--- src/rtl/cpu_wb_pkg.sv ---
`default_nettype none
// ============================================================================
// Module   : cpu_wb_pkg
// Purpose  : Shared writeback-stage encodings: source select, load extension
//            select, bypass record and extension helpers.
// Revision : 1.0
// ============================================================================
package cpu_wb_pkg;

  localparam int unsigned XLEN = 32;
  localparam int unsigned RAW  = 5;

  typedef enum logic [2:0] {
    WB_ALU     = 3'd0,
    WB_MEM     = 3'd1,
    WB_PC4     = 3'd2,
    WB_HI      = 3'd3,
    WB_LO      = 3'd4,
    WB_HILO_LO = 3'd5,
    WB_RSV6    = 3'd6,
    WB_RSV7    = 3'd7
  } wb_src_e;

  typedef enum logic [1:0] {
    EXT_WORD = 2'd0,
    EXT_SB   = 2'd1,
    EXT_SH   = 2'd2,
    EXT_UB   = 2'd3
  } ext_sel_e;

  typedef struct packed {
    logic            valid;
    logic [RAW-1:0]  addr;
    logic [XLEN-1:0] data;
  } fwd_t;

  function automatic logic [XLEN-1:0] sext8(input logic [7:0] b);
    return {{(XLEN-8){b[7]}}, b};
  endfunction

  function automatic logic [XLEN-1:0] sext16(input logic [15:0] h);
    return {{(XLEN-16){h[15]}}, h};
  endfunction

  function automatic logic [XLEN-1:0] zext8(input logic [7:0] b);
    return {{(XLEN-8){1'b0}}, b};
  endfunction

endpackage : cpu_wb_pkg
`default_nettype wire

--- src/rtl/wb_writeback_unit_if.sv ---
`default_nettype none
// ============================================================================
// Module   : wb_writeback_unit_if
// Purpose  : Pipeline-side bundle of the writeback stage (controls, operands,
//            register-file write port, HI/LO, bypass and retire counter).
// Revision : 1.0
// ============================================================================
interface wb_writeback_unit_if;
  import cpu_wb_pkg::*;

  logic              Stall;
  logic              RegWrite2WB;
  logic              RegWriteCtrl;
  logic              Move;
  logic              Zero;
  logic              HiLoWrite;
  logic [1:0]        SEMux;
  logic [2:0]        MemToReg;
  logic [XLEN-1:0]   PCPlus4;
  logic [XLEN-1:0]   ALUResult;
  logic [XLEN-1:0]   MemReadData;
  logic [2*XLEN-1:0] HiLoResult;
  logic [RAW-1:0]    RegDstResult;

  logic              oWrEn;
  logic [RAW-1:0]    oWrAddr;
  logic [XLEN-1:0]   oWrData;
  logic [XLEN-1:0]   oHi;
  logic [XLEN-1:0]   oLo;
  logic              oFwdValid;
  logic [RAW-1:0]    oFwdAddr;
  logic [XLEN-1:0]   oFwdData;
  logic [XLEN-1:0]   oRetireCount;

  modport master (
    output Stall, RegWrite2WB, RegWriteCtrl, Move, Zero, HiLoWrite,
           SEMux, MemToReg, PCPlus4, ALUResult, MemReadData, HiLoResult,
           RegDstResult,
    input  oWrEn, oWrAddr, oWrData, oHi, oLo, oFwdValid, oFwdAddr,
           oFwdData, oRetireCount
  );

  modport slave (
    input  Stall, RegWrite2WB, RegWriteCtrl, Move, Zero, HiLoWrite,
           SEMux, MemToReg, PCPlus4, ALUResult, MemReadData, HiLoResult,
           RegDstResult,
    output oWrEn, oWrAddr, oWrData, oHi, oLo, oFwdValid, oFwdAddr,
           oFwdData, oRetireCount
  );

endinterface : wb_writeback_unit_if
`default_nettype wire

--- src/rtl/wb_load_ext.sv ---
`default_nettype none
// ============================================================================
// Module   : wb_load_ext
// Purpose  : Combinational load-data extender (word / signed byte /
//            signed half / unsigned byte).
// Revision : 1.0
// ============================================================================
module wb_load_ext
  import cpu_wb_pkg::*;
(
  input  logic [1:0]      SEMux_i,
  input  logic [XLEN-1:0] Data_i,
  output logic [XLEN-1:0] Ext_o
);

  always_comb begin
    Ext_o = Data_i;
    case (SEMux_i)
      EXT_WORD: Ext_o = Data_i;
      EXT_SB:   Ext_o = sext8(Data_i[7:0]);
      EXT_SH:   Ext_o = sext16(Data_i[15:0]);
      EXT_UB:   Ext_o = zext8(Data_i[7:0]);
      default:  Ext_o = Data_i;
    endcase
  end

endmodule : wb_load_ext
`default_nettype wire

--- src/rtl/wb_writeback_unit.sv ---
`default_nettype none
// ============================================================================
// Module   : wb_writeback_unit
// Purpose  : Writeback stage: register-file write port, HI/LO registers,
//            registered last-write bypass and retired-instruction counter.
// Revision : 1.0
// ============================================================================
module wb_writeback_unit
  import cpu_wb_pkg::*;
(
  input  logic               Clk,
  input  logic               Reset,
  wb_writeback_unit_if.slave bus
);

  logic            commit;
  logic            wr_en;
  logic [XLEN-1:0] ext_data;
  logic [XLEN-1:0] wr_data;

  logic [XLEN-1:0] hi_q = '0;
  logic [XLEN-1:0] lo_q = '0;
  fwd_t            fwd_q = '0;
  logic [XLEN-1:0] retire_q = '0;

  logic [XLEN-1:0] hi_d;
  logic [XLEN-1:0] lo_d;
  fwd_t            fwd_d;
  logic [XLEN-1:0] retire_d;

  assign commit = bus.RegWrite2WB & ~bus.Stall;

  // Register $0 is hardwired, so a true conditional move to it is still dropped.
  assign wr_en = ~Reset & commit & bus.RegWriteCtrl
               & (~bus.Move | bus.Zero)
               & (bus.RegDstResult != '0);

  wb_load_ext u_load_ext (
    .SEMux_i (bus.SEMux),
    .Data_i  (bus.MemReadData),
    .Ext_o   (ext_data)
  );

  // HI/LO sources read the registered values, not a same-cycle HiLoWrite.
  always_comb begin
    wr_data = bus.ALUResult;
    case (bus.MemToReg)
      WB_ALU:     wr_data = bus.ALUResult;
      WB_MEM:     wr_data = ext_data;
      WB_PC4:     wr_data = bus.PCPlus4;
      WB_HI:      wr_data = hi_q;
      WB_LO:      wr_data = lo_q;
      WB_HILO_LO: wr_data = bus.HiLoResult[XLEN-1:0];
      default:    wr_data = bus.ALUResult;
    endcase
  end

  always_comb begin
    hi_d     = hi_q;
    lo_d     = lo_q;
    fwd_d    = fwd_q;
    retire_d = retire_q;
    if (!bus.Stall) begin
      fwd_d.valid = wr_en;
      fwd_d.addr  = bus.RegDstResult;
      fwd_d.data  = wr_data;
    end
    if (commit && bus.HiLoWrite) begin
      hi_d = bus.HiLoResult[2*XLEN-1:XLEN];
      lo_d = bus.HiLoResult[XLEN-1:0];
    end
    if (commit) begin
      retire_d = retire_q + 32'd1;
    end
  end

  always_ff @(posedge Clk) begin
    if (Reset) begin
      hi_q     <= '0;
      lo_q     <= '0;
      fwd_q    <= '0;
      retire_q <= '0;
    end else begin
      hi_q     <= hi_d;
      lo_q     <= lo_d;
      fwd_q    <= fwd_d;
      retire_q <= retire_d;
    end
  end

  assign bus.oWrEn        = wr_en;
  assign bus.oWrAddr      = bus.RegDstResult;
  assign bus.oWrData      = wr_data;
  assign bus.oHi          = hi_q;
  assign bus.oLo          = lo_q;
  assign bus.oFwdValid    = fwd_q.valid;
  assign bus.oFwdAddr     = fwd_q.addr;
  assign bus.oFwdData     = fwd_q.data;
  assign bus.oRetireCount = retire_q;

endmodule : wb_writeback_unit
`default_nettype wire

--- src/flat_wrapper.sv ---
// flat-port wrapper written by rule: the top's interface ports become plain ports
module wb_writeback_unit_flat import cpu_wb_pkg::*;
  (Clk, Reset, bus_Stall, bus_RegWrite2WB, bus_RegWriteCtrl, bus_Move, bus_Zero, bus_HiLoWrite, bus_SEMux, bus_MemToReg, bus_PCPlus4, bus_ALUResult, bus_MemReadData, bus_HiLoResult, bus_RegDstResult, bus_oWrEn, bus_oWrAddr, bus_oWrData, bus_oHi, bus_oLo, bus_oFwdValid, bus_oFwdAddr, bus_oFwdData, bus_oRetireCount);
  wb_writeback_unit_if bus_i ();
  input  logic Clk;
  input  logic Reset;
  input wire logic [$bits(bus_i.Stall)-1:0] bus_Stall;
  input wire logic [$bits(bus_i.RegWrite2WB)-1:0] bus_RegWrite2WB;
  input wire logic [$bits(bus_i.RegWriteCtrl)-1:0] bus_RegWriteCtrl;
  input wire logic [$bits(bus_i.Move)-1:0] bus_Move;
  input wire logic [$bits(bus_i.Zero)-1:0] bus_Zero;
  input wire logic [$bits(bus_i.HiLoWrite)-1:0] bus_HiLoWrite;
  input wire logic [$bits(bus_i.SEMux)-1:0] bus_SEMux;
  input wire logic [$bits(bus_i.MemToReg)-1:0] bus_MemToReg;
  input wire logic [$bits(bus_i.PCPlus4)-1:0] bus_PCPlus4;
  input wire logic [$bits(bus_i.ALUResult)-1:0] bus_ALUResult;
  input wire logic [$bits(bus_i.MemReadData)-1:0] bus_MemReadData;
  input wire logic [$bits(bus_i.HiLoResult)-1:0] bus_HiLoResult;
  input wire logic [$bits(bus_i.RegDstResult)-1:0] bus_RegDstResult;
  output wire logic [$bits(bus_i.oWrEn)-1:0] bus_oWrEn;
  output wire logic [$bits(bus_i.oWrAddr)-1:0] bus_oWrAddr;
  output wire logic [$bits(bus_i.oWrData)-1:0] bus_oWrData;
  output wire logic [$bits(bus_i.oHi)-1:0] bus_oHi;
  output wire logic [$bits(bus_i.oLo)-1:0] bus_oLo;
  output wire logic [$bits(bus_i.oFwdValid)-1:0] bus_oFwdValid;
  output wire logic [$bits(bus_i.oFwdAddr)-1:0] bus_oFwdAddr;
  output wire logic [$bits(bus_i.oFwdData)-1:0] bus_oFwdData;
  output wire logic [$bits(bus_i.oRetireCount)-1:0] bus_oRetireCount;
  assign bus_i.Stall = bus_Stall;
  assign bus_i.RegWrite2WB = bus_RegWrite2WB;
  assign bus_i.RegWriteCtrl = bus_RegWriteCtrl;
  assign bus_i.Move = bus_Move;
  assign bus_i.Zero = bus_Zero;
  assign bus_i.HiLoWrite = bus_HiLoWrite;
  assign bus_i.SEMux = bus_SEMux;
  assign bus_i.MemToReg = bus_MemToReg;
  assign bus_i.PCPlus4 = bus_PCPlus4;
  assign bus_i.ALUResult = bus_ALUResult;
  assign bus_i.MemReadData = bus_MemReadData;
  assign bus_i.HiLoResult = bus_HiLoResult;
  assign bus_i.RegDstResult = bus_RegDstResult;
  assign bus_oWrEn = bus_i.oWrEn;
  assign bus_oWrAddr = bus_i.oWrAddr;
  assign bus_oWrData = bus_i.oWrData;
  assign bus_oHi = bus_i.oHi;
  assign bus_oLo = bus_i.oLo;
  assign bus_oFwdValid = bus_i.oFwdValid;
  assign bus_oFwdAddr = bus_i.oFwdAddr;
  assign bus_oFwdData = bus_i.oFwdData;
  assign bus_oRetireCount = bus_i.oRetireCount;
  wb_writeback_unit u_core (.Clk(Clk), .Reset(Reset), .bus(bus_i));
endmodule
--- config.mk ---
export PLATFORM = sky130hd
export DESIGN_NAME = wb_writeback_unit_flat
export DESIGN_NICKNAME = d
export VERILOG_FILES = /design/src/rtl/cpu_wb_pkg.sv /design/src/rtl/wb_writeback_unit_if.sv /design/src/rtl/wb_load_ext.sv /design/src/rtl/wb_writeback_unit.sv /design/src/flat_wrapper.sv
export SDC_FILE = /design/constraint.sdc
export NUM_CORES = 1
export LEC_CHECK = 0
export CAP_MARGIN = 25
export CORE_MARGIN = 4
export CORE_UTILIZATION = 42
export CTS_CLUSTER_DIAMETER = 200
export DETAILED_ROUTE_END_ITERATION = 8
export GPL_ROUTABILITY_DRIVEN = 0
export GPL_TIMING_DRIVEN = 0
export PLACE_DENSITY = 0.82
export SYNTH_ARGS = -nofsm -noshare
export SYNTH_HDL_FRONTEND = slang
export SYNTH_SLANG_ARGS = --single-unit
--- constraint.sdc ---
create_clock -name Clk -period 2.2 [get_ports Clk]
set_input_delay 0.44 -clock Clk [delete_from_list [all_inputs] [get_ports Clk]]
set_output_delay 0.44 -clock Clk [all_outputs]
set_load 0.05 [all_outputs]
==> metrics.log, run 1 <==
[metrics] data required time of the worst path: 1.76 ns
[metrics] Synth area leader: dfxtp_1
[metrics] Critical Path Fanout Max: 10
[metrics] instance count on the critical path: 8
[metrics] proportion of netlist area held by the largest area contributor: 36.88%
[metrics] number of flops mapped to enable cells by yosys: 0
[metrics] all-layer global routing usage: 37.48%
[metrics] Critical Path Sink Type: primary output
[metrics] clock skew after layout: 0.007558 ns
[metrics] Final Slew Violations: 0
[metrics] RSZ-0062 raised after global routing: true
[metrics] area occupied by multi-input gates: 0.005177 mm²
[metrics] failing checks: negative setup slack
[metrics] run status: complete, but fails checks
[metrics] primary flip-flop cell chosen by synthesis mapping: dfxtp_1
[metrics] setup slack of the most critical reg-to-reg path: 0.24 ns
[metrics] number of register bits inferred by synthesis: 134
[metrics] fraction of synthesis flops using an asynchronous set or reset pin: 0%
[metrics] maximum number of pins on one net before global-route repair: 17
[metrics] core area: 0.01676 mm²
[metrics] wire length of the first global-routing pass: 56670 µm
[metrics] critical path's slowest cell: mux2i_2
[metrics] number of different library cells in the post-synthesis netlist: 55
[metrics] Netlist Area Pre-Place: 0.007274 mm²
[metrics] commonest cells after routing, fill and taps aside: 287 x clkdlybuf4s50_1, 157 x nand2_1, 131 x dfxtp_1, 93 x a21oi_1, 59 x buf_4
[metrics] die width: 139.6 µm
[metrics] critical path's top delay family: buffers and inverters
[metrics] clock tree from TritonCTS: yes
[metrics] maximum vdd drop: 0.5841 mV
[metrics] shortest period the worst path allows: 2.318 ns
[metrics] warnings from Yosys: 0
[metrics] ratio of total power to cell area: 605.1 mW/mm²
[metrics] post-detail-place hpwl: 27020 µm
[metrics] number of endpoints failing setup at the final stage: 32
[metrics] crit share post-route: 105.4%
[metrics] CTS buffer count: 17
[metrics] Max Buffers Root-to-Sink: 2
[metrics] cells traversed along the worst timing path: buf_12, buf_12, buf_4, mux2i_2, nor2_1, a211oi_4, nor2_4, buf_8
[metrics] Layout Cell Area excl Fill: 0.01352 mm²
[metrics] number of antenna violations at the first check in global routing: 3
[metrics] number of levels the H-tree was split into: 4
[metrics] die boundary height: 139.6 µm
[metrics] synthesized netlist cell count: 937
[metrics] worst setup slack before clock tree synthesis: -1.895 ns
[metrics] most frequent cell on the critical path: buf_12
[metrics] first element of the critical path: bus_MemToReg[0]
[metrics] number of fill cells: 1034
[metrics] Synth Net Count: 1116
[metrics] maximum single-stage delay on the critical path: 0.31 ns
[metrics] Worst setup SP type: input pin
[metrics] number of nets still failing antenna checks after routing: 0
[metrics] worst path buffer plus inverter count: 4
[metrics] detailed-route via count: 9942
[metrics] maximum clock frequency: 431.4 MHz
[metrics] Die Area: 0.01949 mm²
[metrics] cell depth of the worst flop-to-flop path: 5
[metrics] Setup crit end: bus_oWrData[17]
[metrics] worst reg2reg endpoint: u_core.bus.oRetireCount[31]
[metrics] final net count: 1534
[metrics] Mean Syn Cell Area: 7.764 µm²
[metrics] Worst Path Class, Setup: in -> out
[metrics] sequential fraction of the synthesis area: 36.88%
[metrics] Tightest Pin Transition: 0.9508 ns
[metrics] total power: 8.182 mW
[metrics] max-cap violation count: 0
[metrics] number of buffers inserted by hold repair at cts: 0
[metrics] Top-Level Pins: 350
[metrics] clock network latency to the later pin of the worst-skew pair: 0.44 ns
[metrics] Port Buffer Count: 348
[metrics] min-delay worst type: in -> reg
[metrics] clock root buffer: clkbuf_16
[metrics] Remaining Overflow, GRT: 0
[metrics] most frequent standard cell in the layout excluding fill and tap cells: clkdlybuf4s50_1
[metrics] vias in the first global route: 9634
[metrics] Hold Vio Cnt, Final: 0
[metrics] Synth area leaders: dfxtp_1 37%, a21oi_1 8.1%, nand2_1 8.1%
[metrics] number of design rule violations left after detail routing: 0
[metrics] mean routed wirelength per cell: 25.47 µm
[metrics] startpoint of the most critical register-to-register path: u_core.bus.oRetireCount[17]
[metrics] placed cell area: 0.01130 mm²
[metrics] data arrival time of the worst path: 1.88 ns
[metrics] number of clock sinks: 134
[metrics] initial core utilization: 43.40%
[metrics] Detailed Routing Iterations Pass 1: 7
[metrics] headroom to the max-slew limit: 34.97%
[metrics] proportion of layout cells with a drive suffix above 1: 26.41%
[metrics] Layout area overhead: 85.86%
[metrics] Clock Pin Slew Worst Setup and Hold Paths: 0.06 ns
[metrics] Leak Pwr: 5.042 nW
[metrics] detailed router's first-iteration violation count: 1302
[metrics] worst-case hold slack: 0.4204 ns
[metrics] final worst slack: -0.1181 ns
[metrics] Vias per Instance: 6.253
[metrics] Detailed Route WL: 40490 µm
[metrics] sequential cell area: 0.002686 mm²
[metrics] number of placement rows: 47
-- cells by family (layout without fill, tap and decap cells) --
logic type | Yosys count | in the layout | synth area share [%]
flops | 134 | 134 | 36.88
buf+inv | 102 | 532 | 6.072
mux | 43 | 43 | 6.450
simple gates | 388 | 388 | 25.75
compound gates | 260 | 260 | 23.60
xor+xnor | 9 | 9 | 1.084
fa+ha+maj | 1 | 1 | 0.1720
other cells | 0 | 3 | 0
-- worst min-delay path by stage --
stage / start / end / slack, ns / cells past startpoint
6_report: bus_RegDstResult[0] / u_core.bus.oFwdAddr[0] / 0.42 / 3
5_1_grt: bus_RegDstResult[2] / u_core.bus.oFwdAddr[2] / 0.46 / 3
3_5_place_dp: u_core.bus.oFwdValid / u_core.bus.oFwdValid / 0.45 / 2
4_1_cts: bus_RegDstResult[0] / u_core.bus.oFwdAddr[0] / 0.42 / 3
3_3_place_gp: u_core.bus.oFwdValid / u_core.bus.oFwdValid / 0.44 / 2
2_1_floorplan: bus_HiLoResult[32] / u_core.bus.oHi[0] / 0.58 / 2
-- worst register-to-register path: cells and delay by family (launching register included) --
family                 cells  cell delay, ns
and+or+nand+nor            3            0.93
DFF                        1            0.41
muxes                      1            0.35
buffers and inverters      1            0.16
-- area by class of cell --
class	count	share of cell area, %
diodes	3	0.05552
plain buffers	79	4.525
clock buffers	20	3.452
clock inverters	11	0.9254
inverters	19	0.6293
multi-input cells	701	38.29
flip-flops and latches	134	19.87
well taps	220	2.036
repair buffers	403	30.21
-- routing by layer --
| layer | track usage (%) | wire length [µm] |
|---|---|---|
| met2 | 63.21 | 18730 |
| met1 | 42.62 | 13970 |
| met5 | 0 | 0 |
| met3 | 11.05 | 4663 |
| met4 | 20.55 | 3133 |
-- state kept, by name (all words and copies together), names as in the netlist --
name / cells
u_core.bus.oHi: 32
u_core.bus.oRetireCount: 32
u_core.bus.oLo: 32
u_core.bus.oFwdAddr: 5
u_core.bus.oFwdData: 32
u_core.bus.oFwdValid: 1
-- per-stage QoR --
stage	TNS [ns]	utilization, %	std cells
floorplan	-0.2185	-	937
detailed placement	-111.76	67.42	1505
global route	-2.361	80.67	1590
finish	-1.664	80.67	1590
global placement	-110.52	67.42	1505
CTS	-0.5678	78.26	1573
-- cell usage after synthesis (11+ instances only) --
master	count
or3_1	23
inv_1	17
nor3_1	18
buf_2	14
a21oi_1	118
a221oi_1	13
mux2i_1	21
nand2b_1	17
o21ai_0	20
o22ai_1	23
nor2b_1	11
nor2_1	89
or2_2	13
nand2_1	157
nand3_1	17
clkbuf_1	51
a311oi_1	12
dfxtp_1	134
mux2_2	21
-- timing repair --
item / in CTS / in global routing
setup endpoints to repair: 136 / 49
gates resized for setup: 490 / 69
pin swaps: 35 / 31
cloned: 3 / 1
setup buffers: 38 / 13
-- report_power, final --
group / leakage (nW) / total, mW / switching (mW) / internal [mW]
clock: 0.277 / 2.94 / 1.19 / 1.75
sequential: 1.09 / 2.60 / 0.0776 / 2.52
combinational: 3.67 / 2.65 / 1.54 / 1.11
Power figures use the tool's default switching activity.
==> run 2, diff against run 1 <==
- PLACE_DENSITY: 0.82 -> 0.86
==> metrics.log, run 2 (synthesized netlist as in run 1, its figures left out) <==
[metrics] Worst Path Class, Setup: in -> out
[metrics] max-cap violation count: 0 (unchanged)
[metrics] Final Slew Violations: 0 (unchanged)
[metrics] number of clock sinks: 134 (unchanged)
[metrics] worst setup slack before clock tree synthesis: -1.744 ns (+0.1506 ns)
[metrics] core area: 0.01676 mm² (unchanged)
[metrics] vias in the first global route: 9879 (+2.5%)
[metrics] clock network latency to the later pin of the worst-skew pair: 0.44 ns (about the same)
[metrics] share of the core filled with cells in the final layout: 81.43% (+0.75 points)
[metrics] clock tree from TritonCTS: yes
[metrics] number of placement rows: 47 (unchanged)
[metrics] post-detail-place hpwl: 26770 µm (-0.94%)
[metrics] Die Area: 0.01949 mm² (unchanged)
[metrics] clock root buffer: clkbuf_16
[metrics] Hold Vio Cnt, Final: 0 (unchanged)
[metrics] Critical Path Sink Type: primary output
[metrics] maximum clock frequency: 408.5 MHz (-5.3%)
[metrics] clock skew after layout: 0.01356 ns (+0.006004 ns)
[metrics] maximum number of pins on one net before global-route repair: 17 (unchanged)
[metrics] die boundary height: 139.6 µm (unchanged)
[metrics] headroom to the max-slew limit: 34.19% (-0.78 points)
[metrics] data required time of the worst path: 1.76 ns (about the same)
[metrics] maximum vdd drop: 0.5951 mV (+1.9%)
[metrics] number of levels the H-tree was split into: 4 (unchanged)
[metrics] worst-case hold slack: 0.3506 ns (-0.06981 ns)
[metrics] initial core utilization: 43.40% (unchanged)
[metrics] cell depth of the worst flop-to-flop path: 5 (unchanged)
[metrics] Worst Hold End: u_core.bus.oLo[3]
[metrics] run status: complete, but fails checks
[metrics] area occupied by multi-input gates: 0.005244 mm² (+1.3%)
[metrics] number of fill cells: 975 (-5.7%)
[metrics] critical path's slowest cell: a222oi_1
[metrics] Detailed Routing Iterations Pass 1: 6 (-1)
[metrics] Remaining Overflow, GRT: 0 (unchanged)
[metrics] mean routed wirelength per cell: 25.66 µm (+0.77%)
[metrics] number of nets still failing antenna checks after routing: 0 (unchanged)
[metrics] total power: 8.165 mW (-0.21%)
[metrics] number of antenna violations at the first check in global routing: 5 (+2)
[metrics] final net count: 1535 (+0.065%)
[metrics] maximum single-stage delay on the critical path: 0.48 ns (+0.17 ns)
[metrics] Vias per Instance: 6.361 (+1.7%)
[metrics] startpoint of the most critical register-to-register path: u_core.bus.oLo[31]
[metrics] Critical Path Fanout Max: 2 (-8)
[metrics] all-layer global routing usage: 38.11% (+0.63 points)
[metrics] Port Buffer Count: 348 (unchanged)
[metrics] final worst slack: -0.2481 ns (-0.1300 ns)
[metrics] worst path buffer plus inverter count: 3 (-1)
[metrics] commonest cells after routing, fill and taps aside: 283 x clkdlybuf4s50_1, 156 x nand2_1, 131 x dfxtp_1, 89 x a21oi_1, 56 x buf_4
[metrics] detailed-route via count: 10140 (+2.0%)
[metrics] Clock Pin Slew Worst Setup and Hold Paths: 0.06 ns (about the same)
[metrics] proportion of layout cells with a drive suffix above 1: 27.47% (+1.1 points)
[metrics] Top-Level Pins: 350 (unchanged)
[metrics] ratio of total power to cell area: 598.3 mW/mm² (-1.1%)
[metrics] min-delay worst type: in -> reg
[metrics] Layout area overhead: 87.60%
[metrics] wire length of the first global-routing pass: 57750 µm (+1.9%)
[metrics] worst reg2reg endpoint: u_core.bus.oFwdData[31]
[metrics] RSZ-0062 raised after global routing: true
[metrics] setup slack of the most critical reg-to-reg path: 0.20 ns (-0.04 ns)
[metrics] placed cell area: 0.01130 mm² (unchanged)
[metrics] final sum of negative setup slack: -2.148 ns (-0.4841 ns)
[metrics] Layout Cell Area excl Fill: 0.01365 mm² (+0.93%)
[metrics] cells traversed along the worst timing path: clkdlybuf4s50_1, nand2b_1, a222oi_1, buf_4, a21oi_2, buf_6
[metrics] critical path's top delay family: buffers and inverters
[metrics] die width: 139.6 µm (unchanged)
[metrics] most frequent standard cell in the layout excluding fill and tap cells: clkdlybuf4s50_1
[metrics] number of buffers inserted by hold repair at cts: 0 (unchanged)
[metrics] data arrival time of the worst path: 2.01 ns (+0.13 ns)
[metrics] shortest period the worst path allows: 2.448 ns (+0.1300 ns)
[metrics] Worst Hold Depth: 3 (unchanged)
[metrics] failing checks: negative setup slack
[metrics] number of endpoints failing setup at the final stage: 29 (-9.4%)
[metrics] sequential cell area: 0.002686 mm² (unchanged)
[metrics] Tightest Pin Transition: 0.9622 ns (+0.01138 ns)
[metrics] detailed router's first-iteration violation count: 1297 (-0.38%)
[metrics] hold wc startpoint: bus_HiLoResult[3]
[metrics] Finished Layout Cells: 1594 (+0.25%)
[metrics] number of cells in the design after placement: 1505 (unchanged)
[metrics] crit share post-route: 111.3% (+5.9 points)
[metrics] Worst setup SP type: input pin
[metrics] number of design rule violations left after detail routing: 0 (unchanged)
[metrics] Max Buffers Root-to-Sink: 2 (unchanged)
[metrics] Detailed Route WL: 40910 µm (+1.0%)
[metrics] CTS buffer count: 17 (unchanged)
[metrics] Leak Pwr: 5.112 nW (+1.4%)
==> run 2: cell types whose count changed in the layout (fill, tap and decap cells not counted), sizes merged <==
| cell | before | now |
|---|---|---|
| buf | 126 | 128 |
| clkbuf | 68 | 65 |
| clkinvlp | 6 | 4 |
| diode | 3 | 5 |
| inv | 17 | 19 |
| clkdlybuf4s50 | 287 | 283 |
| clkinv | 5 | 8 |
| dlymetal6s2s | 9 | 13 |
==> run 2: worst max path at each step <==
| stage | startpoint | endpoint | slack (ns) | cells after the start |
|---|---|---|---|---|
| after floorplan | bus_MemToReg[2] | bus_oWrData[16] | -0.14 | 5 |
| after global placement | bus_MemToReg[0] | bus_oWrData[7] | -1.72 | 9 |
| after detailed placement | bus_MemToReg[0] | bus_oWrData[7] | -1.74 | 9 |
| after CTS | bus_MemToReg[0] | bus_oWrData[9] | -0.05 | 10 |
| after global routing | bus_PCPlus4[2] | bus_oWrData[2] | -0.22 | 6 |
| final | bus_PCPlus4[2] | bus_oWrData[2] | -0.25 | 6 |
==> run 2: what timing repair did <==
action	in CTS	in global routing
pin swaps	45	30
setup buffers	34	18
resized for setup	517	69
setup endpoints to repair	137	68
gates cloned	5	0
==> run 2: layout make-up <==
| cell class | instances | share of cell area [%] |
|---|---|---|
| clock buffers | 18 | 3.145 |
| multi-input cells | 701 | 38.42 |
| plain buffers | 79 | 4.493 |
| repair buffers | 404 | 30.42 |
| inverters | 19 | 0.6235 |
| flip-flops and latches | 134 | 19.68 |
| clock inverters | 14 | 1.100 |
| diodes | 5 | 0.09168 |
| well taps | 220 | 2.017 |
==> run 2: report_power, final <==
part | total (mW) | internal (mW) | switching (mW) | leakage, nW
Sequential | 2.60 | 2.52 | 0.0800 | 1.09
Clock | 2.91 | 1.68 | 1.23 | 0.277
Combinational | 2.66 | 1.12 | 1.54 | 3.74
==> run 2: routing by layer <==
metal  vias up  global-route usage [%]  wire length [µm]  part of all wire (%)
met4         2                   21.01              3270                   8.0
li1       4219                       -                 -                     -
met2       928                   63.77             18950                    46
met1      4712                   44.53             13820                    34
met5         -                       0                16                 0.039
met3       279                   9.914              4850                    12
==> run 2: worst reg2reg max path: cells and delay by family, from the launching register on <==
kind	cells	cell delay (ns)
simple gates	1	0.27
flops	1	0.34
buf+inv	1	0.15
compound gates	3	1.06
==> run 3, diff against run 2 <==
- HOLD_SLACK_MARGIN: default -> 0.02
==> results of run 3 <==
Final layout, timing and power as in run 2 (identical DEF).
